$ cat config.mk
export PLATFORM = sky130hd
export DESIGN_NAME = cic_sequencer_flat
export DESIGN_NICKNAME = d
export VERILOG_FILES = /design/src/rtl/cic_ctrl_pkg.sv /design/src/rtl/cic_sequencer_if.sv /design/src/rtl/pdm_clkgen.sv /design/src/rtl/cic_sequencer.sv /design/src/flat_wrapper.sv
export SDC_FILE = /design/constraint.sdc
export NUM_CORES = 1
export LEC_CHECK = 0
export ABC_AREA = 1
export BUFFER_PORTS_ARGS = -buffer_cell sky130_fd_sc_hd__buf_2
export CAP_MARGIN = 20
export CORE_MARGIN = 1.5
export CORE_UTILIZATION = 48
export DETAILED_ROUTE_END_ITERATION = 10
export PLACE_DENSITY = 0.75
export SYNTH_ARGS = -nofsm -noshare
export SYNTH_HDL_FRONTEND = slang
export SYNTH_SLANG_ARGS = --single-unit
export TNS_END_PERCENT = 20
$ cat constraint.sdc
create_clock -name clk -period 1.3 [get_ports clk]
set_clock_uncertainty 0.05 [all_clocks]
set_input_delay 0.195 -clock clk [delete_from_list [all_inputs] [get_ports clk]]
set_output_delay 0.195 -clock clk [all_outputs]
set_load 0.02 [all_outputs]
$ cat src/rtl/cic_ctrl_pkg.sv
// Shared types and default constants for the CIC acquisition sequencer.
// Holds the sequencer state encoding and an index-width helper.
package cic_ctrl_pkg;

    typedef enum logic [1:0] {
        StIdle,
        StWarm,
        StRun,
        StStop
    } seq_state_e;

    localparam int unsigned DefCh     = 8;
    localparam int unsigned DefW      = 16;
    localparam int unsigned DefDiv    = 4;
    localparam int unsigned DefR      = 64;
    localparam int unsigned DefWarmup = 3;

    // Width of a counter/index spanning 0..n-1, never narrower than one bit.
    function automatic int unsigned idx_width(input int unsigned n);
        return (n > 1) ? $clog2(n) : 1;
    endfunction

endpackage

$ cat src/rtl/cic_sequencer_if.sv
// Output sample stream of the CIC sequencer: one channel word per valid/ready beat.
interface cic_sequencer_if
    import cic_ctrl_pkg::*;
#(
    parameter int unsigned CH = DefCh,
    parameter int unsigned W  = DefW
) ();

    localparam int unsigned CW = idx_width(CH);

    logic [W-1:0]  out_data;
    logic [CW-1:0] out_ch;
    logic          out_last;
    logic          out_valid;
    logic          out_ready;

    modport master (
        output out_data,
        output out_ch,
        output out_last,
        output out_valid,
        input  out_ready
    );

    modport slave (
        input  out_data,
        input  out_ch,
        input  out_last,
        input  out_valid,
        output out_ready
    );

endinterface

$ cat src/rtl/pdm_clkgen.sv
// PDM bit clock divider plus integrator (pdm_en) and decimation (dec_stb) strobes.
// Counters sit at zero while run is low.
module pdm_clkgen
    import cic_ctrl_pkg::*;
#(
    parameter int unsigned DIV = DefDiv,
    parameter int unsigned R   = DefR
) (
    input  logic clk,
    input  logic rst,
    input  logic run,
    output logic pdm_clk,
    output logic pdm_en,
    output logic dec_stb
);

    localparam int unsigned DW = idx_width(DIV);
    localparam int unsigned BW = idx_width(R);

    logic [DW-1:0] d_q, d_d;
    logic [BW-1:0] b_q, b_d;
    logic          d_wrap, b_wrap;

    always_comb begin
        d_wrap = (d_q == DW'(DIV - 1));
        b_wrap = (b_q == BW'(R - 1));
        d_d    = d_q;
        b_d    = b_q;
        if (!run) begin
            d_d = '0;
            b_d = '0;
        end else begin
            d_d = d_wrap ? '0 : d_q + DW'(1);
            if (d_wrap) begin
                b_d = b_wrap ? '0 : b_q + BW'(1);
            end
        end
    end

    always_ff @(posedge clk) begin
        if (rst) begin
            d_q <= '0;
            b_q <= '0;
        end else begin
            d_q <= d_d;
            b_q <= b_d;
        end
    end

    assign pdm_clk = run && (d_q < DW'(DIV / 2));
    assign pdm_en  = run && d_wrap;
    assign dec_stb = pdm_en && b_wrap;

endmodule

$ cat src/rtl/cic_sequencer.sv
// Sequences CH microphone CIC channels: warm-up, per-frame snapshot of all CIC
// outputs, and streaming of the snapshot one channel per handshake.
module cic_sequencer
    import cic_ctrl_pkg::*;
#(
    parameter int unsigned CH     = DefCh,
    parameter int unsigned W      = DefW,
    parameter int unsigned DIV    = DefDiv,
    parameter int unsigned R      = DefR,
    parameter int unsigned WARMUP = DefWarmup
) (
    input  logic                clk,
    input  logic                rst,
    input  logic                enable,
    output logic                pdm_clk,
    output logic                pdm_en,
    output logic                dec_stb,
    output logic                cic_rst,
    input  logic [CH*W-1:0]     ch_data,
    cic_sequencer_if.master     strm,
    output logic                overrun,
    output logic                busy
);

    localparam int unsigned CW  = idx_width(CH);
    localparam int unsigned WCW = idx_width(WARMUP);

    seq_state_e     state_q, state_d;
    logic [WCW-1:0] warm_q, warm_d;
    logic           cap_q, cap_d;
    logic           valid_q, valid_d;
    logic [CW-1:0]  idx_q, idx_d;
    logic [W-1:0]   snap_q [CH];
    logic [W-1:0]   snap_d [CH];
    logic           ovr_q, ovr_d;
    logic           run, streaming, beat_done;

    assign run = (state_q != StIdle);

    pdm_clkgen #(
        .DIV (DIV),
        .R   (R)
    ) u_clkgen (
        .clk     (clk),
        .rst     (rst),
        .run     (run),
        .pdm_clk (pdm_clk),
        .pdm_en  (pdm_en),
        .dec_stb (dec_stb)
    );

    always_comb begin
        state_d   = state_q;
        warm_d    = warm_q;
        cap_d     = 1'b0;
        valid_d   = valid_q;
        idx_d     = idx_q;
        snap_d    = snap_q;
        ovr_d     = ovr_q;
        // A frame occupies the sequencer from the strobe until its last beat.
        streaming = cap_q || valid_q;
        beat_done = valid_q && strm.out_ready;

        unique case (state_q)
            StIdle: begin
                if (enable) begin
                    state_d = StWarm;
                    ovr_d   = 1'b0;
                end
            end
            StWarm: begin
                if (!enable) begin
                    state_d = StIdle;
                    warm_d  = '0;
                end else if (dec_stb) begin
                    if (warm_q == WCW'(WARMUP - 1)) begin
                        warm_d  = '0;
                        state_d = StRun;
                    end else begin
                        warm_d = warm_q + WCW'(1);
                    end
                end
            end
            StRun: begin
                if (!enable) begin
                    state_d = StStop;
                end else if (dec_stb) begin
                    if (streaming) begin
                        ovr_d = 1'b1;
                    end else begin
                        cap_d = 1'b1;
                    end
                end
            end
            StStop: begin
                if (!streaming) begin
                    state_d = StIdle;
                end
            end
            default: state_d = StIdle;
        endcase

        // Sample one cycle after the strobe so the comb stage has settled.
        if (cap_q) begin
            for (int k = 0; k < CH; k++) begin
                snap_d[k] = ch_data[k*W +: W];
            end
            valid_d = 1'b1;
            idx_d   = '0;
        end

        if (beat_done) begin
            if (idx_q == CW'(CH - 1)) begin
                valid_d = 1'b0;
                idx_d   = '0;
            end else begin
                idx_d = idx_q + CW'(1);
            end
        end
    end

    always_ff @(posedge clk) begin
        if (rst) begin
            state_q <= StIdle;
            warm_q  <= '0;
            cap_q   <= 1'b0;
            valid_q <= 1'b0;
            idx_q   <= '0;
            ovr_q   <= 1'b0;
            for (int k = 0; k < CH; k++) begin
                snap_q[k] <= '0;
            end
        end else begin
            state_q <= state_d;
            warm_q  <= warm_d;
            cap_q   <= cap_d;
            valid_q <= valid_d;
            idx_q   <= idx_d;
            ovr_q   <= ovr_d;
            snap_q  <= snap_d;
        end
    end

    assign cic_rst        = (state_q == StIdle);
    assign busy           = run;
    assign overrun        = ovr_q;
    assign strm.out_valid = valid_q;
    assign strm.out_ch    = idx_q;
    assign strm.out_last  = valid_q && (idx_q == CW'(CH - 1));
    assign strm.out_data  = snap_q[idx_q];

endmodule

$ cat src/flat_wrapper.sv
// flat-port wrapper written by rule: the top's interface ports become plain ports
module cic_sequencer_flat import cic_ctrl_pkg::*;
#(
    parameter int unsigned CH     = DefCh,
    parameter int unsigned W      = DefW,
    parameter int unsigned DIV    = DefDiv,
    parameter int unsigned R      = DefR,
    parameter int unsigned WARMUP = DefWarmup
)
  (clk, rst, enable, pdm_clk, pdm_en, dec_stb, cic_rst, ch_data, overrun, busy, strm_out_data, strm_out_ch, strm_out_last, strm_out_valid, strm_out_ready);
  cic_sequencer_if #(.CH(CH), .W(W)) strm_i ();
  input  logic clk;
  input  logic rst;
  input  logic enable;
  output logic pdm_clk;
  output logic pdm_en;
  output logic dec_stb;
  output logic cic_rst;
  input  logic [CH*W-1:0] ch_data;
  output logic overrun;
  output logic busy;
  output wire logic [$bits(strm_i.out_data)-1:0] strm_out_data;
  output wire logic [$bits(strm_i.out_ch)-1:0] strm_out_ch;
  output wire logic [$bits(strm_i.out_last)-1:0] strm_out_last;
  output wire logic [$bits(strm_i.out_valid)-1:0] strm_out_valid;
  input wire logic [$bits(strm_i.out_ready)-1:0] strm_out_ready;
  assign strm_out_data = strm_i.out_data;
  assign strm_out_ch = strm_i.out_ch;
  assign strm_out_last = strm_i.out_last;
  assign strm_out_valid = strm_i.out_valid;
  assign strm_i.out_ready = strm_out_ready;
  cic_sequencer #(.CH(CH), .W(W), .DIV(DIV), .R(R), .WARMUP(WARMUP)) u_core (.clk(clk), .rst(rst), .enable(enable), .pdm_clk(pdm_clk), .pdm_en(pdm_en), .dec_stb(dec_stb), .cic_rst(cic_rst), .ch_data(ch_data), .strm(strm_i), .overrun(overrun), .busy(busy));
endmodule
==> results of run 1 <==
==> area by class of cell <==
class	instances	share of cell area
Multi-Input combinational cell	644	0.331
Clock buffer	23	0.0515
Timing Repair Buffer	324	0.265
Clock inverter	9	0.0178
Inverter	20	0.00826
Tap cell	172	0.0222
Sequential cell	146	0.304
Antenna cell	1	0.000258
==> registers in the layout, summed over array words and instances (netlist names), named ones only <==
name and count:
u_core.snap_q 128, u_core.u_clkgen.d_q 2, u_core.strm.out_valid 1, u_core.warm_q 2, u_core.overrun 1, u_core.u_clkgen.b_q 6, u_core.state_q 1, u_core.cap_q 1
u_core.strm.out_ch 3
==> power groups by stage <==
stage	clock, mW	combinational [mW]	sequential (mW)
floorplan	0	0.158	4.60
finish	5.57	0.776	4.51
global route	5.79	0.827	4.51
CTS	5.58	0.723	4.51
detailed placement	0	0.421	4.60
global placement	0	0.420	4.60
==> cell families (layout without fill, tap and decap cells) <==
| group | Yosys count | count (layout) | synth area share |
|---|---|---|---|
| AOI/OAI and AO/OA | 204 | 204 | 0.170 |
| xor gates and xnor gates | 2 | 2 | 0.00275 |
| adders and majority gates | 4 | 4 | 0.00786 |
| buffers and inverters | 82 | 376 | 0.0641 |
| DFF | 146 | 146 | 0.459 |
| muxes | 32 | 32 | 0.0503 |
| other | 0 | 1 | 0 |
| and+or+nand+nor | 402 | 402 | 0.246 |
==> layer usage <==
metal | track usage | wire [um] | vias up
met3 | 0.0772 | 1670 | 85
met2 | 0.544 | 11000 | 373
li1 | - | - | 3427
met1 | 0.382 | 8920 | 3243
met4 | 0.143 | 911 | 0
met5 | 0 | 0 | -
==> worst min-delay path by stage <==
stage	from	endpoint	slack [ns]	depth (start not counted)
after floorplan	rst	u_core.strm.out_ch[1]	0.20	1
after global placement	ch_data[0]	u_core.snap_q[112]	0.37	3
after detailed placement	ch_data[8]	u_core.snap_q[120]	0.37	3
after CTS	ch_data[49]	u_core.snap_q[65]	0.004	3
after global routing	ch_data[49]	u_core.snap_q[65]	0.05	3
final	ch_data[49]	u_core.snap_q[65]	0.03	3
==> synth_stat cells, types with 7 or more instances <==
master | count | share of area
nor2_1 | 306 | 0.18
o22ai_1 | 32 | 0.031
dfxtp_1 | 146 | 0.46
buf_2 | 13 | 0.010
o21ai_0 | 162 | 0.13
clkbuf_1 | 29 | 0.017
a21oi_1 | 7 | 0.0055
nand2_1 | 77 | 0.045
mux2i_1 | 32 | 0.050
nand3_1 | 8 | 0.0063
inv_1 | 17 | 0.010
buf_4 | 14 | 0.017
==> worst reg2reg max path, cell delays in order, from the launching register on <==
cell     delay, ns
dfxtp_4       0.40
buf_4         0.18
ha_1          0.20
ha_2          0.19
o21ai_1       0.13
nand2_1       0.06
a21oi_1       0.11
==> per-stage QoR <==
step,cell area (um^2),cells,util,TNS [ns]
after floorplan,6460,872,-,-0.694
after global placement,7530,1177,0.589,-3.45
after detailed placement,7530,1177,0.589,-3.66
after CTS,9580,1338,0.750,-12.38
after global routing,9690,1339,0.759,-14.49
final,9690,1339,0.759,-12.64
==> timing repair <==
item / 4_1_cts / 5_1_grt
pin swaps: 3 / 2
hold buffers: 128 / 0
gates resized for setup: 29 / 38
setup endpoints to repair: 35 / 46
gates cloned: 1 / 0
endpoints found under the hold margin: 131 / 0
==> flow_metrics.py, run 1 <==
metrics = {
    "status": {
        "status": "complete, but fails checks",
        "violations": "setup timing",
    },
    "worst_setup_path": {
        "cpPeakStageDelay_ns": 0.44,
        "critPathRequiredTime_ns": 1.05,
        "crit_end": "strm_out_data[9]",
        "cp_num_cells": 6,
        "crit_type": "reg -> out",
        "reg2regPathDepth": 6,
        "arrival_ns": 1.79,
        "timing.rr.end": "u_core.strm.out_ch[0]",
        "start_kind": "flip-flop",
        "path_buf_inv": 2,
        "startpoint": "u_core.strm.out_ch[0]",
        "reg2reg_from": "u_core.strm.out_ch[0]",
        "path_cells": "buf_12, mux2i_4, o22ai_2, nand2_1, nand2_2, buf_2",
        "crit_path_end_kind": "output pin",
        "crit_slowest_cell": "dfxtp_4",
        "cp_max_fo": 11,
        "ff2ff_setup_slack_ns": -0.09,
        "path_delay_family": "flip-flops",
    },
    "yosys": {
        "synth_edf_count": 0,
        "synthFlopType": "dfxtp_1",
        "syn_nets": 1008,
        "synth_cell_types": 29,
        "syn_avg_cell_area_um2": 7.30,
        "yosysSeqAreaShare": 0.459,
        "yosysWarnings": 0,
        "synthArstFlopShare": 0,
        "netlist_area_mm2": 0.00637,
        "ys_seq_elements": 146,
        "syn_inst": 872,
    },
    "timing": {
        "whs_ns": 0.0252,
        "max_freq_mhz": 492,
        "setup_violations": 27,
        "setup_slack_ns": -0.731,
        "hold_viol": 0,
        "rsz0062_at_grt": "true",
        "tightest_slew_ns": 0.291,
        "finalCritPeriodShare": 1.56,
        "period_minus_slack_ns": 2.03,
        "drv_slew": 0,
        "relSlewSlack": 0.806,
    },
    "drt": {
        "wirelength_um": 22500,
        "antenna_left": 0,
        "drc": 0,
        "dr.pass1.iters": 5,
        "num_vias": 7128,
        "wl_per_cell_um": 16.8,
        "viasPerCell": 5.32,
        "drt_iter0_drc": 789,
    },
    "placed_design": {
        "gp_congestion": 0.870,
        "io_buffers": 158,
        "dp_hpwl_um": 12400,
        "place_ws_ns": -0.400,
    },
    "floorplan": {
        "die-area_mm2": 0.0140,
        "start_util": 0.498,
        "fp-row-count": 41,
        "core_area_mm2": 0.0128,
        "ios": 159,
        "die_h_um": 118,
        "die_x_um": 118,
    },
    "global_route": {
        "antenna_found_initial": 1,
        "grt_pass1_vias": 7109,
        "grt_pass1_wl_um": 35000,
        "grt_start_max_net_pins": 80,
        "grt_usage": 0.320,
        "overflow": 0,
    },
    "power_and_ir_drop": {
        "switchingPower_mw": 2.23,
        "p_per_area_mw_per_mm2": 1120,
        "seqPwrFrac": 0.415,
        "power_frac_clock": 0.513,
        "vdd_drop_max_v": 0.00117,
        "swShare": 0.206,
        "power.static_leakage_nw": 4.48,
        "combPwrFrac": 0.071,
        "intPower_mw": 8.62,
        "power_mw": 10.9,
    },
    "min_path": {
        "hold_class": "in -> reg",
    },
    "clock_tree": {
        "cts_buffers": 17,
        "cts_tree": "built",
        "cts_sinks": 146,
        "clk_latency_ns": 0.43,
        "clockBufferDepth": 2,
        "clk_pin_slew_ns": 0.06,
        "htreeDepth": 4,
        "postCtsSetupRepairBufs": 0,
        "clockRootBuffer": "clkbuf_16",
    },
    "finish": {
        "final_common_cell": "nor2_1",
        "fillCellCount": 884,
        "ff_latch_area_mm2": 0.00294,
        "fin_nets": 1289,
        "final_layout_size_suffix_gt1_frac": 0.247,
        "layout_common_cells": "305 x nor2_1, 151 x o21ai_0, 151 x buf_2",
        "multi_input_area_mm2": 0.00321,
        "area.growth.synth_to_final_pct": 52.3,
    },
    "flow_run": {
        "cap_violations": 0,
    },
}
(Power assumes the default switching activity.)
==> run 2, diff against run 1 <==
--- a/config.mk
+++ b/config.mk
@@ -9,7 +9,7 @@
 export BUFFER_PORTS_ARGS = -buffer_cell sky130_fd_sc_hd__buf_2
 export CAP_MARGIN = 20
 export CORE_MARGIN = 1.5
-export CORE_UTILIZATION = 48
+export CORE_UTILIZATION = 50
 export DETAILED_ROUTE_END_ITERATION = 10
 export PLACE_DENSITY = 0.75
 export SYNTH_ARGS = -nofsm -noshare
==> constraint.sdc (replaced) <==
create_clock -name clk -period 2.4 [get_ports clk]
set_clock_uncertainty 0.05 [all_clocks]
set_input_delay 0.36 -clock clk [delete_from_list [all_inputs] [get_ports clk]]
set_output_delay 0.36 -clock clk [all_outputs]
set_load 0.02 [all_outputs]
==> run 2 against run 1 <==
The run now ends clean. Sequential share of layout area grew 7.3 points. Worst hold slack better by 0.081 ns. Non-clock buffer count is 152 lower.
==> flow_metrics.py, run 2 (synthesis gave the netlist of run 1 again) <==
metrics = {
    "worst_setup_path": {
        "reg2regPathDepth": 6,
        "start_kind": "flip-flop",
        "path_delay_family": "flip-flops",
        "crit_slowest_cell": "dfxtp_2",
        "path_buf_inv": 2,
        "crit_top_cell": "nand2_1",
        "crit_end": "strm_out_data[9]",
        "arrival_ns": 1.94,
        "timing.rr.end": "u_core.strm.out_ch[0]",
        "crit_type": "reg -> out",
        "critPathRequiredTime_ns": 1.99,
        "cp_num_cells": 6,
        "startpoint": "u_core.strm.out_ch[0]",
        "path_cells": "buf_16, mux2i_1, o22ai_1, nand2_1, nand2_1, buf_2",
        "crit_path_end_kind": "output pin",
        "cp_max_fo": 34,
        "cpPeakStageDelay_ns": 0.43,
        "reg2reg_from": "u_core.strm.out_ch[0]",
        "ff2ff_setup_slack_ns": 0.88,
    },
    "power_and_ir_drop": {
        "combPwrFrac": 0.043,
        "switchingPower_mw": 1.10,
        "vdd_drop_max_v": 0.000420,
        "intPower_mw": 4.01,
        "swShare": 0.216,
        "power_frac_clock": 0.479,
        "p_per_area_mw_per_mm2": 656,
        "power.static_leakage_nw": 3.72,
        "seqPwrFrac": 0.477,
    },
    "clock_tree": {
        "cts_buffers": 17,
        "cts_sinks": 146,
        "cts_hold_buffers": 0,
        "clockBufferDepth": 2,
        "htreeDepth": 4,
        "clk_latency_ns": 0.42,
        "cts_tree": "built",
        "clk_pin_slew_ns": 0.06,
        "clockRootBuffer": "clkbuf_16",
    },
    "drt": {
        "dr.pass1.iters": 6,
        "drt-met1-wl_um": 7910,
        "top_layer": "met4",
        "antenna_left": 0,
        "viasPerCell": 5.24,
        "wl_met3_um": 1220,
        "drc": 0,
        "drt_iter0_drc": 689,
        "num_vias": 6205,
        "wirelength_um": 17400,
        "wl_per_cell_um": 14.7,
        "route.met2.wl_um": 7850,
    },
    "floorplan": {
        "core_area_mm2": 0.0125,
        "ios": 159,
        "start_util": 0.509,
        "die-area_mm2": 0.0134,
        "die_h_um": 116,
        "die_x_um": 116,
        "fp-row-count": 41,
    },
    "placed_design": {
        "io_buffers": 158,
        "dp_hpwl_um": 11600,
        "placedCellCount": 1151,
        "gp_congestion": 0.917,
    },
    "finish": {
        "regMostFlops": "u_core.snap_q",
        "diodes": 0,
        "final_common_cell": "nor2_1",
        "area.growth.synth_to_final_pct": 22.4,
        "fin_nets": 1137,
        "layout_common_cells": "306 x nor2_1, 162 x o21ai_0, 158 x buf_2",
        "final_layout_size_suffix_gt1_frac": 0.211,
        "final_cells": 1185,
        "largest_reg_flops": 128,
    },
    "timing": {
        "finalCritPeriodShare": 0.978,
        "setup-tns-final_ns": 0,
        "rsz0062_at_grt": "false",
        "period_minus_slack_ns": 2.35,
        "hold_viol": 0,
        "relSlewSlack": 0.621,
        "setup_violations": 0,
        "whs_ns": 0.106,
        "drv_slew": 0,
        "max_freq_mhz": 426,
        "tightest_slew_ns": 0.569,
    },
    "global_route": {
        "grt_usage": 0.263,
        "grt_start_max_net_pins": 70,
        "antenna_found_initial": 0,
        "overflow": 0,
        "grt_pass1_vias": 5619,
        "grt_pass1_wl_um": 26900,
    },
    "flow_run": {
        "cap_violations": 0,
    },
    "status": {
        "status": "completed",
    },
    "min_path": {
        "hold_class": "in -> reg",
    },
}
-- run 2: power by group through the flow --
stage                     Sequential [mW]  Combinational [mW]  Clock, mW
after floorplan                      2.49              0.0848          0
after global placement               2.49               0.218          0
after detailed placement             2.49               0.219          0
after CTS                            2.44               0.221       2.47
after global routing                 2.44               0.244       2.57
final                                2.44               0.222       2.45
-- run 2: layout make-up --
class,count,area [um^2]
Clock buffer,26,519
Clock inverter,5,25.0
Fill cell,1175,4730
Inverter,20,81.3
Multi-Input combinational cell,644,3040
Sequential cell,146,2930
Tap cell,172,215
Timing Repair Buffer,172,983
-- run 2: tightest hold or removal path: cells and delay by family --
kind	cells	cell delay, ns
AND/OR/NAND/NOR	2	0.11
buffers and inverters	1	0.07
-- run 2: per-layer routing --
metal  vias to the layer above  global-route usage
met5                         -                   0
met4                         0               0.115
met3                        31              0.0664
met1                      2791               0.352
met2                       264               0.402
li1                       3119                   -
-- run 2: worst min-delay path by stage --
stage | from | slack (ns) | cells after the start | endpoint
finish | ch_data[60] | 0.11 | 3 | u_core.snap_q[76]
global route | ch_data[57] | 0.1 | 3 | u_core.snap_q[73]
CTS | ch_data[80] | 0.09 | 3 | u_core.snap_q[32]
detailed placement | u_core.u_clkgen.d_q[0] | 0.36 | 1 | u_core.u_clkgen.d_q[0]
global placement | u_core.u_clkgen.d_q[0] | 0.36 | 1 | u_core.u_clkgen.d_q[0]
floorplan | u_core.u_clkgen.d_q[0] | 0.35 | 1 | u_core.u_clkgen.d_q[0]
-- run 2: timing repair --
action	4_1_cts	5_1_grt
setup endpoints to repair	0	9
setup buffers	0	2
gates resized for setup	0	3
-- run 2: metrics by stage --
| stage | power [mW] | utilization | worst slack, ns | instance area (um^2) |
|---|---|---|---|---|
| floorplan | 2.58 | - | 0.695 | 6370 |
| global placement | 2.71 | 0.575 | 0.535 | 7190 |
| detailed placement | 2.71 | 0.575 | 0.522 | 7190 |
| CTS | 5.13 | 0.618 | 0.0615 | 7740 |
| global route | 5.26 | 0.622 | 0.0120 | 7790 |
| finish | 5.11 | 0.622 | 0.0520 | 7790 |
